## src/rtl/inst_encoder.sv

```systemverilog
// RISC-V instruction word encoder with a 2-entry output FIFO.
// Requests are packed and range-checked in the cycle they are accepted.
module inst_encoder #(
  parameter int CNT_WIDTH = 16
) (
  input  logic                 clk,
  input  logic                 rst_n,
  input  logic                 enc_valid,
  output logic                 enc_ready,
  input  logic [2:0]           fmt,
  input  logic [6:0]           opcode,
  input  logic [4:0]           rd,
  input  logic [4:0]           rs1,
  input  logic [4:0]           rs2,
  input  logic [2:0]           funct3,
  input  logic [6:0]           funct7,
  input  logic [31:0]          imm,
  output logic                 inst_valid,
  input  logic                 inst_ready,
  output logic [31:0]          inst,
  output logic                 inst_err,
  output logic [CNT_WIDTH-1:0] inst_count
);

  typedef struct packed {
    logic        err;
    logic [31:0] word;
  } ent_t;

  localparam logic [31:0] NOP = 32'h0000_0013;

  logic f_r, f_i, f_s, f_b, f_u, f_j;
  logic fits12, fits13, fits21;
  logic [31:0] enc_word;
  logic        enc_err;

  assign f_r = (fmt == 3'd0);
  assign f_i = (fmt == 3'd1);
  assign f_s = (fmt == 3'd2);
  assign f_b = (fmt == 3'd3);
  assign f_u = (fmt == 3'd4);
  assign f_j = (fmt == 3'd5);

  // Signed fit: all bits above the field's sign bit must match it.
  assign fits12 = (&imm[31:11]) | ~(|imm[31:11]);
  assign fits13 = (&imm[31:12]) | ~(|imm[31:12]);
  assign fits21 = (&imm[31:20]) | ~(|imm[31:20]);

  always_comb begin
    enc_word = NOP;
    enc_err  = 1'b1;
    unique case (1'b1)
      f_r: begin
        enc_word = {funct7, rs2, rs1, funct3, rd, opcode};
        enc_err  = 1'b0;
      end
      f_i: begin
        enc_word = {imm[11:0], rs1, funct3, rd, opcode};
        enc_err  = ~fits12;
      end
      f_s: begin
        enc_word = {imm[11:5], rs2, rs1, funct3,
                    imm[4:0], opcode};
        enc_err  = ~fits12;
      end
      f_b: begin
        enc_word = {imm[12], imm[10:5], rs2, rs1, funct3,
                    imm[4:1], imm[11], opcode};
        enc_err  = ~fits13 | imm[0];
      end
      f_u: begin
        enc_word = {imm[31:12], rd, opcode};
        enc_err  = |imm[11:0];
      end
      f_j: begin
        enc_word = {imm[20], imm[10:1], imm[11],
                    imm[19:12], rd, opcode};
        enc_err  = ~fits21 | imm[0];
      end
      default: begin
        enc_word = NOP;
        enc_err  = 1'b1;
      end
    endcase
  end

  ent_t                 mem_q [2];
  ent_t                 mem_d [2];
  logic [1:0]           occ_q, occ_d;
  logic                 head_q, head_d;
  logic                 tail_q, tail_d;
  logic [CNT_WIDTH-1:0] cnt_q, cnt_d;
  logic                 push, pop;

  assign enc_ready  = (occ_q != 2'd2);
  assign inst_valid = (occ_q != 2'd0);
  assign push       = enc_valid & enc_ready;
  assign pop        = inst_valid & inst_ready;

  // Gate the head so nothing stale shows while the FIFO is empty.
  assign inst       = inst_valid ? mem_q[head_q].word : 32'd0;
  assign inst_err   = inst_valid & mem_q[head_q].err;
  assign inst_count = cnt_q;

  always_comb begin
    mem_d  = mem_q;
    occ_d  = occ_q;
    head_d = head_q;
    tail_d = tail_q;
    cnt_d  = cnt_q;
    if (push) begin
      mem_d[tail_q] = '{err: enc_err, word: enc_word};
      tail_d        = ~tail_q;
    end
    if (pop) begin
      head_d = ~head_q;
      cnt_d  = cnt_q + CNT_WIDTH'(1);
    end
    unique case ({push, pop})
      2'b10:   occ_d = occ_q + 2'd1;
      2'b01:   occ_d = occ_q - 2'd1;
      default: occ_d = occ_q;
    endcase
  end

  always_ff @(posedge clk or negedge rst_n) begin
    if (!rst_n) begin
      mem_q[0] <= '0;
      mem_q[1] <= '0;
      occ_q    <= 2'd0;
      head_q   <= 1'b0;
      tail_q   <= 1'b0;
      cnt_q    <= '0;
    end else begin
      mem_q[0] <= mem_d[0];
      mem_q[1] <= mem_d[1];
      occ_q    <= occ_d;
      head_q   <= head_d;
      tail_q   <= tail_d;
      cnt_q    <= cnt_d;
    end
  end

endmodule

```

## config.mk

```make
export PLATFORM = sky130hd
export DESIGN_NAME = inst_encoder
export DESIGN_NICKNAME = d
export VERILOG_FILES = /design/src/rtl/inst_encoder.sv
export SDC_FILE = /design/constraint.sdc
export NUM_CORES = 1
export LEC_CHECK = 0
export ABC_AREA = 1
export CORE_UTILIZATION = 45
export CTS_CLUSTER_SIZE = 10
export DETAILED_ROUTE_END_ITERATION = 10
export GPL_TIMING_DRIVEN = 0
export PLACE_DENSITY = 0.83
export SETUP_SLACK_MARGIN = 0.3
export SYNTH_ARGS = -nofsm -noshare
export SYNTH_HDL_FRONTEND = slang
export SYNTH_SLANG_ARGS = --single-unit
export TNS_END_PERCENT = 100
```

## constraint.sdc

```tcl
create_clock -name clk -period 3.45 [get_ports clk]
set_clock_uncertainty 0.05 [all_clocks]
set_input_delay 0.8625 -clock clk [delete_from_list [all_inputs] [get_ports clk]]
set_output_delay 0.8625 -clock clk [all_outputs]
set_load 0.05 [all_outputs]
```

==> results by group, run 1 <==
Status
  – Outcome: completed

Setup path
  – Max incr delay on CP: 0.55 ns
  – Worst Setup Path Type: register to output port
  – CP Max Fanout: 10
  – Crit start category: register
  – WP data arrival: 2.10 ns
  – CP max stage cell: dlygate4sd2_1
  – CP Cell Sequence: clkbuf_1, clkbuf_2, nand2_1, a21oi_1, dlygate4sd2_1
  – R2R Setup Slk: 1.69 ns
  – Setup crit end kind: output port
  – Required @ worst endpoint: 2.54 ns

Timing
  – Hold violation count in the final report: 0
  – Max frequency: 0.3317 GHz
  – Final period util: 0.8738
  – RSZ-0062 raised after global routing: no
  – Max Slew Vio Count: 0
  – # setup viols final: 0
  – Relative slew slack: 0.6266
  – Minimum clock period: 3.015 ns
  – Worst Max-Slew Pin Slew: 0.5601 ns
  – Final TNS setup: 0 ns

Logic synthesis
  – Synth cell types: 32
  – XOR/XNOR Fraction of Synth Area: 0.02348
  – Post-Syn Nets: 748
  – Synthesized flop and latch total: 86
  – Synth Instances: 675
  – Ys flop type: dfrtp_1
  – Area contributors post-synth: dfrtp_1, nand2_1, inv_1
  – Synth top area share: 0.4438
  – Synth Area in Simple Gates: 0.2786
  – Post-synthesis mux area share: 0
  – Cell area after synthesis: 4850 µm²
  – Most frequent cell after synthesis: nand2_1
  – Register area share after synthesis: 0.4438
  – Synth Area in Compound Gates: 0.1411
  – Syn. warnings: 0
  – Area leader, netlist: dfrtp_1
  – Largest family of logic cells by synthesized area: simple AND/OR/NAND/NOR gates
  – Async set-reset flop share out of synthesis: 1.000
  – Post-synthesis adder-cell area fraction: 0.005160
  – Top post-synthesis cells by count: nand2_1, dfrtp_1, inv_1, o21ai_0, nor2_1
  – EDFF count, synth: 0
  – Mean area per synthesized cell: 7.185 µm²

Clocking
  – Worst-skew pair later-pin latency: 0.36 ns
  – Clock transition at path regs: 0.08 ns
  – CTS tree: built
  – Cts bufs inserted: 9
  – CTS Root Cell: clkbuf_8
  – Clk sink count: 86
  – Clock Tree Buf Depth: 2
  – H-Tree Level Count: 3
  – Post-cts hold buffer count: 0

Routing
  – Iteration-0 DRC count of the detailed router: 279
  – DR vias: 4,852
  – Final Routed Wirelength: 13.20 mm
  – Drt first pass iters: 5
  – Antenna-violating nets left: 0
  – Via-per-instance ratio: 5.107
  – DRC errors left: 0
  – DR WL/cell: 13.89 µm

Power
  – Pwr/cell area: 896.2 nW/µm²
  – Leak: 3.170 nW
  – VDD IR max: 937.7 µV

Final layout
  – Final nets: 884
  – Area grow syn2layout: 32.59%
  – Fillers: 962
  – Non-filler cells, final: 950
  – Sequential Area: 2152 µm²
  – Share of layout cells above drive strength 1: 0.1093
  – Footprint of the multi-input gates: 2180 µm²
  – Ant diodes: 0

Global route
  – Vias in the first global route: 4,585
  – First-pass GRT wire length: 21.73 mm
  – Gr usage total: 0.2479
  – Grt ovf: 0
  – Initial antenna violation count: 0
  – Largest net degree at the start of global routing: 74

Floorplan
  – Die width: 105.8 µm
  – Die H: 105.8 µm
  – I/O pin total: 122
  – Initial Util: 0.4677
  – Die area: 11,200 µm²
  – Core ar.: 10,370 µm²
  – Row count: 37

Flow run
  – Max-cap violations: 0

Hold path
  – Tightest Hold Check Type: input port to asynchronous set/reset pin

Place
  – Global placement routability congestion: 0.9403
  – IO buf count: 120
  – DP Wirelength: 9.910 mm
  – Placed instance count: 932
==> layout by cell type, fill, tap and decap left out, drive strengths merged <==
master and instances:
a211oi 1, a21oi 38, a22oi 1, buf 27
clkbuf 23, clkdlybuf4s15 16, clkdlybuf4s50 85, clkinv 3
clkinvlp 3, dfrtp 86, dlygate4sd2 13, ha 2
inv 89, nand2 240, nand3 21, nand4 4
nor2 52, nor3 6, o211ai 4, o21ai 74
o221ai 7, o22ai 2, or2 4, xnor2 1
xor2 12
==> sequential cells by signal (all words and copies together), names as in the netlist <==
name and cells:
head_q 1, inst_count 16, tail_q 1, mem_q 66
occ_q 2
==> where the power goes <==
| part | internal (mW) | switching, mW |
|---|---|---|
| Sequential | 1.42 | 0.214 |
| Clock | 0.271 | 0.348 |
| Combinational | 1.04 | 2.47 |
==> repair_timing <==
action	4_1_cts	5_1_grt
pin swaps	0	1
gates resized for setup	70	13
setup endpoints to repair	34	27
setup buffers	0	4
endpoints found under the hold margin	0	0
==> per-stage QoR <==
stage / power [mW] / utilization / setup WS (ns) / hold WS, ns / cell area [µm²]
3_3_place_gp: 5.194 / 0.5999 / -1.567 / 0.3980 / 6221
2_1_floorplan: 4.043 / - / 0.6396 / 0.3866 / 4850
3_5_place_dp: 5.252 / 0.6023 / 0.2613 / 0.4034 / 6246
4_1_cts: 5.740 / 0.6186 / 0.1662 / 0.3014 / 6415
6_report: 5.762 / 0.6201 / 0.4354 / 0.2978 / 6430
5_1_grt: 6.119 / 0.6201 / 0.3199 / 0.2959 / 6430
==> logic make-up after synthesis <==
| kind of cell | after synthesis |
|---|---|
| and+or+nand+nor | 327 |
| AOI/OAI and AO/OA | 127 |
| buffers and inverters | 120 |
| DFF | 86 |
| xor gates and xnor gates | 13 |
| adders and majority gates | 2 |
==> worst max-delay path: cells and delay by family, from the launching register on <==
| family | cells | cell delay, ns |
|---|---|---|
| flops | 1 | 0.32 |
| compound gates | 1 | 0.14 |
| buf+inv | 3 | 1.19 |
| simple gates | 1 | 0.08 |
==> per-layer routing <==
layer | vias to the layer above | track usage | part of all wire | routed length [µm]
li1 | 2382 | - | - | -
met1 | 2238 | 0.3183 | 0.43 | 5735
met2 | 202 | 0.4052 | 0.47 | 6169
met3 | 30 | 0.05566 | 0.064 | 849
met4 | 0 | 0.09821 | 0.034 | 444
met5 | - | 0 | 0 | 0
==> area by class of cell <==
cell class	count	share of cell area
clock inverter	4	0.003892
inverter	91	0.05390
timing repair buffer	125	0.1919
buffer	29	0.02880
multi-input combinational	469	0.3390
sequential	86	0.3347
tap	136	0.02646
clock buffer	10	0.02140
==> path summary, 6_finish.rpt <==
| kind | startpoint | to | cells after the start |
|---|---|---|---|
| setup / recovery | head_q | inst[11] | 5 |
| hold / removal | rst_n | inst_count[2] | 1 |
| setup reg to reg | occ_q[0] | occ_q[1] | 8 |
| hold reg to reg | mem_q[33] | mem_q[33] | 2 |
| max in group asynchronous | rst_n | mem_q[51] | 2 |
| min in group clk | mem_q[33] | mem_q[33] | 2 |
Power figures use the tool's default switching activity.
==> run 2, diff against run 1 <==
- ABC_AREA: 1 -> 0
- CORE_ASPECT_RATIO: not set -> 0.75
- PLACE_DENSITY: 0.83 -> 0.85
==> run 2 against run 1 <==
  * Sequential power rose by 3%
  * Global-route usage rose by 2.4 points
  * Register-to-register slack got worse by 0.16 ns
  * Critical endpoint is now inst[22]
  * Largest power group unchanged
  * Highest routed layer unchanged
==> results by group, run 2 <==
Power
  – Psw: 2.675 mW (was 3.033 mW)
  – Leak: 2.774 nW (was 3.170 nW)
  – Net Sw Frac: 0.4729 (was 0.5263)
  – Pwr/cell area: 930.7 nW/µm² (was 896.2 nW/µm²)
  – Logic pwr share: 0.523 (was 0.610)
  – Reg power frac: 0.296 (was 0.283)
  – Clock share of power: 0.180 (was 0.107)
  – Int Power: 2.981 mW (was 2.730 mW)
  – VDD IR max: 397.2 µV (was 937.7 µV)

Clocking
  – CTS Root Cell: clkbuf_16 (was clkbuf_8)
  – Worst-skew pair later-pin latency: 0.33 ns (was 0.36 ns)
  – Clock Tree Buf Depth: 2 (unchanged)
  – H-Tree Level Count: 3 (unchanged)
  – Clock transition at path regs: 0.06 ns (was 0.08 ns)
  – Clk sink count: 86 (unchanged)
  – Cts bufs inserted: 9 (unchanged)
  – CTS tree: built (unchanged)

Final layout
  – Share of layout cells above drive strength 1: 0.06634 (was 0.1093)
  – Fillers: 727 (was 962)
  – Most frequent cells in the layout: clkdlybuf4s50_1, dfrtp_1, nand2_1, o21ai_0, nor2_1 (was nand2_1, dfrtp_1, inv_1, clkdlybuf4s50_1, o21ai_0)
  – Sequential Area: 2152 µm² (unchanged)
  – Final Util: 0.6555 (was 0.6201)
  – Number of flip-flops in the largest register: 66 (unchanged)
  – Commonest non-fill, non-tap cell in the layout: clkdlybuf4s50_1 (was nand2_1)
  – Most flop-heavy register: mem_q (unchanged)
  – Final nets: 686 (was 884)
  – Ant diodes: 0 (unchanged)
  – Footprint of the multi-input gates: 2072 µm² (was 2180 µm²)
  – Area grow syn2layout: 38.42% (was 32.59%)

Setup path
  – Reg2Reg Depth: 6 (was 8)
  – CP Max Fanout: 10 (unchanged)
  – R2R Setup Slk: 1.53 ns (was 1.69 ns)
  – Crit path depth: 5 (unchanged)
  – Reg-to-Reg End: mem_q[0] (was occ_q[1])
  – Setup crit end kind: output port (unchanged)
  – Setup crit start: head_q (unchanged)
  – Reg-to-Reg Start: occ_q[0] (unchanged)
  – CP Cell Sequence: clkbuf_2, buf_2, mux2i_1, nor2_1, clkdlybuf4s15_1 (was clkbuf_1, clkbuf_2, nand2_1, a21oi_1, dlygate4sd2_1)
  – Crit path capture: inst[22] (was inst[11])
  – Worst Setup Path Type: register to output port (unchanged)
  – Required @ worst endpoint: 2.54 ns (about the same)
  – Crit start category: register (unchanged)
  – Max incr delay on CP: 0.46 ns (was 0.55 ns)
  – CP max stage cell: clkdlybuf4s15_1 (was dlygate4sd2_1)
  – Crit path max-delay family: buffers and inverters (unchanged)
  – WP data arrival: 2.14 ns (was 2.10 ns)
  – Crit path buf inv count: 3 (unchanged)

Place
  – Global placement routability congestion: 0.9048 (was 0.9403)
  – IO buf count: 121 (was 120)
  – DP Wirelength: 9.350 mm (was 9.910 mm)
  – Placement Setup Slack: 0.2950 ns (was 0.2613 ns)

Floorplan
  – Die H: 87.54 µm (was 105.8 µm)
  – I/O pin total: 122 (unchanged)
  – Row count: 30 (was 37)
  – Initial Util: 0.4735 (was 0.4677)
  – Core ar.: 9271 µm² (was 10,370 µm²)
  – Die width: 116.1 µm (was 105.8 µm)
  – Die area: 10,160 µm² (was 11,200 µm²)

Logic synthesis
  – Most frequent cell after synthesis: dfrtp_1 (was nand2_1)
  – Area contributors post-synth: dfrtp_1, mux2i_1, o21ai_0 (was dfrtp_1, nand2_1, inv_1)
  – Top post-synthesis cells by count: dfrtp_1, nand2_1, o21ai_0, nor2_1, mux2i_1 (was nand2_1, dfrtp_1, inv_1, o21ai_0, nor2_1)
  – Synthesized flop and latch total: 86 (unchanged)
  – Synth cell types: 36 (was 32)
  – Syn. warnings: 0 (unchanged)
  – EDFF count, synth: 0 (unchanged)
  – Async set-reset flop share out of synthesis: 1.000 (unchanged)
  – Synth top area share: 0.4902 (was 0.4438)
  – Mean area per synthesized cell: 9.147 µm² (was 7.185 µm²)
  – Synth Instances: 480 (was 675)
  – Ys flop type: dfrtp_1 (unchanged)
  – Register area share after synthesis: 0.4902 (was 0.4438)
  – Cell area after synthesis: 4390 µm² (was 4850 µm²)
  – Area leader, netlist: dfrtp_1 (unchanged)
  – Post-Syn Nets: 553 (was 748)

Timing
  – Max frequency: 0.3277 GHz (was 0.3317 GHz)
  – RSZ-0062 raised after global routing: no (unchanged)
  – Hold violation count in the final report: 0 (unchanged)
  – Worst Max-Slew Pin Slew: 0.5819 ns (was 0.5601 ns)
  – Max Slew Vio Count: 0 (unchanged)
  – # setup viols final: 0 (unchanged)
  – Relative slew slack: 0.6121 (was 0.6266)
  – Setup ws final: 0.3980 ns (was 0.4354 ns)
  – Final period util: 0.8846 (was 0.8738)
  – Minimum clock period: 3.052 ns (was 3.015 ns)

Global route
  – Largest net degree at the start of global routing: 64 (was 74)
  – Vias in the first global route: 4,175 (was 4,585)
  – Grt ovf: 0 (unchanged)
  – First-pass GRT wire length: 20.84 mm (was 21.73 mm)
  – Gr usage total: 0.2718 (was 0.2479)
  – Initial antenna violation count: 0 (unchanged)

Status
  – Outcome: completed (unchanged)

Routing
  – Antenna-violating nets left: 0 (unchanged)
  – DRC errors left: 0 (unchanged)
  – DR WL/cell: 17.43 µm (was 13.89 µm)
  – Via-per-instance ratio: 5.619 (was 5.107)
  – DR vias: 4,192 (was 4,852)
  – Iteration-0 DRC count of the detailed router: 290 (was 279)
  – Final Routed Wirelength: 13.00 mm (was 13.20 mm)
  – Drt first pass iters: 5 (unchanged)

Flow run
  – Max-cap violations: 0 (unchanged)

Hold path
  – Tightest Hold Check Type: input port to asynchronous set/reset pin (unchanged)
[run 2: layout make-up]
cell class / instances / area share
Inverter: 4 / 0.002471
Clock buffer: 10 / 0.03768
Clock inverter: 6 / 0.01421
Tap cell: 128 / 0.02635
Sequential cell: 86 / 0.3541
Multi-Input combinational cell: 357 / 0.3410
Timing Repair Buffer: 122 / 0.1981
Buffer: 33 / 0.02615
[run 2: what timing repair did]
action	CTS	global route
setup endpoints to repair	30	1
gates resized for setup	35	1
pin swaps	0	0
hold buffers	0	0
buffers inserted	0	0
[run 2: cell families after synthesis]
group | count (synthesis) | synth area share
muxes | 39 | 0.09005
and+or+nand+nor | 175 | 0.1750
xor gates and xnor gates | 20 | 0.03990
buffers and inverters | 37 | 0.03847
DFF | 86 | 0.4902
adders and majority gates | 2 | 0.005699
AOI/OAI and AO/OA | 121 | 0.1607
[run 2: per-layer routing]
metal | up-vias | part of all wire | track usage
met3 | 25 | 0.086 | 0.04498
met5 | - | 0 | 0.01905
met2 | 212 | 0.47 | 0.4286
met1 | 2013 | 0.43 | 0.3714
li1 | 1942 | - | -
met4 | 0 | 0.021 | 0.1200
[run 2: how the worst min path moves through the flow]
stage / start / endpoint / slack (ns) / cells after the start
after global placement: inst_count[15] / inst_count[15] / 0.41 / 1
after floorplan: mem_q[33] / mem_q[33] / 0.40 / 2
after CTS: rst_n / inst_count[15] / 0.38 / 1
after detailed placement: inst_count[15] / inst_count[15] / 0.41 / 1
after global routing: rst_n / inst_count[15] / 0.40 / 1
final: rst_n / inst_count[15] / 0.38 / 1
[run 2: power by group through the flow]
| stage | logic, mW | registers [mW] | clock network (mW) |
|---|---|---|---|
| 4_1_cts | 2.97 | 1.67 | 1.03 |
| 6_report | 2.96 | 1.68 | 1.02 |
| 3_5_place_dp | 3.08 | 1.68 | 0 |
| 3_3_place_gp | 3.02 | 1.65 | 0 |
| 2_1_floorplan | 1.96 | 1.75 | 0 |
| 5_1_grt | 3.17 | 1.73 | 1.07 |
[run 2: per-stage QoR]
step	TNS, ns	cells	power [mW]	hold slack, ns	area, µm²
floorplan	0	480	3.712	0.3978	4390
global placement	-116.86	729	4.670	0.4056	5762
detailed placement	0	730	4.761	0.4102	5787
CTS	0	746	5.667	0.3800	6075
global route	0	746	5.976	0.4008	6077
finish	0	746	5.656	0.3774	6077
[run 2: worst reg2reg max path, cell delays in order (launching register included)]
cell      delay, ns
dfrtp_1        0.45
nand2b_1       0.22
nand3_1        0.14
buf_2          0.23
clkbuf_1       0.49
nand2_1        0.13
o21ai_0        0.12
==> run 3, diff against run 2 <==
- SETUP_SLACK_MARGIN: 0.3 -> 0.05
==> run 3 against run 2 <==
  * First-iteration DRC count shrank 10%
  * Register-to-register slack hardly changed
  * Fmax fell by 4.4%
  * Non-clock buffer count is the same
  * Critical endpoint unchanged
  * Critical path depth unchanged
  * Global-route usage unchanged
  * Clock-buffer cell count is the same
  * Sequential power about the same
  * Largest power group unchanged
==> results by group, run 3 (same netlist as run 2, synthesis figures left out) <==
Timing
  – Max Slew Vio Count: 0 (unchanged)
  – # setup viols final: 0 (unchanged)
  – Hold violation count in the final report: 0 (unchanged)
  – Setup ws final: 0.2566 ns (was 0.3980 ns)
  – Worst Max-Slew Pin Slew: 0.5892 ns (was 0.5819 ns)
  – Max frequency: 0.3131 GHz (was 0.3277 GHz)
  – Final period util: 0.9256 (was 0.8846)
  – Minimum clock period: 3.193 ns (was 3.052 ns)
  – RSZ-0062 raised after global routing: no (unchanged)
  – Relative slew slack: 0.6072 (was 0.6121)
  – Final TNS setup: 0 ns (unchanged)

Routing
  – Via-per-instance ratio: 5.609 (was 5.619)
  – Wire length on met3: 1.109 mm (was 1.112 mm)
  – DRC errors left: 0 (unchanged)
  – Antenna-violating nets left: 0 (unchanged)
  – Drt first pass iters: 5 (unchanged)
  – Met1 WL: 5.592 mm (was 5.529 mm)
  – Metal2 WL: 6.028 mm (was 6.083 mm)
  – DR vias: 4,184 (was 4,192)
  – DR WL/cell: 17.46 µm (was 17.43 µm)
  – Iteration-0 DRC count of the detailed router: 261 (was 290)
  – Final Routed Wirelength: 13.02 mm (was 13.00 mm)
  – DR top layer: met4 (unchanged)

Floorplan
  – Initial Util: 0.4735 (unchanged)
  – Core ar.: 9271 µm² (unchanged)
  – Die H: 87.54 µm (unchanged)
  – Die width: 116.1 µm (unchanged)
  – Die area: 10,160 µm² (unchanged)
  – I/O pin total: 122 (unchanged)
  – Row count: 30 (unchanged)

Clocking
  – Clk sink count: 86 (unchanged)
  – H-Tree Level Count: 3 (unchanged)
  – Post-cts hold buffer count: 0 (unchanged)
  – Worst-skew pair later-pin latency: 0.34 ns (was 0.33 ns)
  – Clock transition at path regs: 0.06 ns (about the same)
  – CTS Root Cell: clkbuf_16 (unchanged)
  – Cts bufs inserted: 9 (unchanged)
  – CTS tree: built (unchanged)
  – Clock Tree Buf Depth: 2 (unchanged)

Power
  – VDD IR max: 405.5 µV (was 397.2 µV)
  – Pwr/cell area: 931.3 nW/µm² (was 930.7 nW/µm²)
  – Leak: 2.808 nW (was 2.774 nW)

Setup path
  – Setup crit end kind: output port (unchanged)
  – R2R Setup Slk: 1.52 ns (was 1.53 ns)
  – Worst Setup Path Type: register to output port (unchanged)
  – CP Max Fanout: 10 (unchanged)
  – Crit start category: register (unchanged)
  – WP data arrival: 2.28 ns (was 2.14 ns)
  – Required @ worst endpoint: 2.54 ns (about the same)

Place
  – IO buf count: 121 (unchanged)
  – Global placement routability congestion: 0.9048 (unchanged)
  – Placed instance count: 730 (unchanged)
  – DP Wirelength: 9.350 mm (unchanged)
  – Placement Setup Slack: 0.2950 ns (unchanged)

Final layout
  – Footprint of the multi-input gates: 2072 µm² (unchanged)
  – Final nets: 686 (unchanged)
  – Most frequent cells in the layout: clkdlybuf4s50_1, dfrtp_1, nand2_1, o21ai_0, nor2_1 (unchanged)
  – Final Util: 0.6563 (was 0.6555)
  – Share of layout cells above drive strength 1: 0.06149 (was 0.06634)
  – Number of flip-flops in the largest register: 66 (unchanged)
  – Sequential Area: 2152 µm² (unchanged)
  – Most flop-heavy register: mem_q (unchanged)
  – Fillers: 731 (was 727)
  – Area grow syn2layout: 38.59% (was 38.42%)
  – Commonest non-fill, non-tap cell in the layout: clkdlybuf4s50_1 (unchanged)
  – Non-filler cells, final: 746 (unchanged)
  – Ant diodes: 0 (unchanged)

Global route
  – First-pass GRT wire length: 20.84 mm (unchanged)
  – Gr usage total: 0.2718 (unchanged)
  – Grt ovf: 0 (unchanged)
  – Initial antenna violation count: 0 (unchanged)
  – Largest net degree at the start of global routing: 64 (unchanged)
  – Vias in the first global route: 4,175 (unchanged)

Hold path
  – Tightest Hold Check Type: input port to asynchronous set/reset pin (unchanged)

Flow run
  – Max-cap violations: 0 (unchanged)

Status
  – Outcome: completed (unchanged)
[run 3: cell count changes in the layout (fill, tap and decap cells not counted), sizes merged]
cell,before,now
dlygate4sd2,28,25
dlymetal6s2s,1,4
clkdlybuf4s15,1,0
clkdlybuf4s50,90,91
[run 3: per-layer routing]
metal | vias up | track usage
met2 | 216 | 0.4286
met4 | 0 | 0.1200
met3 | 25 | 0.04498
li1 | 1947 | -
met5 | - | 0.01905
met1 | 1996 | 0.3714
[run 3: critical path: stages, from the launching register on]
cell and delay (ns):
dfrtp_1 0.34, clkbuf_1 0.38, buf_2 0.39, mux2i_1 0.18, nor2_1 0.12, dlygate4sd2_1 0.54
[run 3: report_power, final]
| group | internal (mW) | total [mW] | leakage (nW) | switching, mW |
|---|---|---|---|---|
| Sequential | 1.42 | 1.68 | 1.10 | 0.252 |
| Combinational | 0.936 | 2.97 | 1.56 | 2.03 |
| Clock | 0.633 | 1.02 | 0.152 | 0.389 |
[run 3: what timing repair did]
action	4_1_cts	5_1_grt
endpoints found under the setup margin	29	4
gates resized for setup	27	4
buffers inserted	0	0
[run 3: path summary, 6_finish.rpt]
kind / cells after the start / endpoint / start
min in group clk: 1 / inst_count[15] / inst_count[15]
setup reg to reg: 6 / mem_q[0] / occ_q[0]
max in group asynchronous: 2 / mem_q[19] / rst_n
hold / removal: 1 / inst_count[15] / rst_n
hold reg to reg: 1 / inst_count[15] / inst_count[15]
setup / recovery: 5 / inst[22] / head_q
[run 3: final cells by class]
cell class              count  share of cell area
clock inverters             6             0.01419
multi-input cells         357              0.3405
clock buffers              10             0.03763
repair buffers            122              0.1997
inverters                   4            0.002468
well taps                 128             0.02632
plain buffers              33             0.02550
flip-flops and latches     86              0.3537
[run 3: per-stage QoR]
| stage | power, mW | hold WS (ns) | cell area (µm²) |
|---|---|---|---|
| 2_1_floorplan | 3.712 | 0.3978 | 4390 |
| 6_report | 5.667 | 0.3771 | 6085 |
| 3_5_place_dp | 4.761 | 0.4102 | 5787 |
| 4_1_cts | 5.682 | 0.3800 | 6075 |
| 3_3_place_gp | 4.670 | 0.4056 | 5762 |
| 5_1_grt | 5.987 | 0.4008 | 6085 |
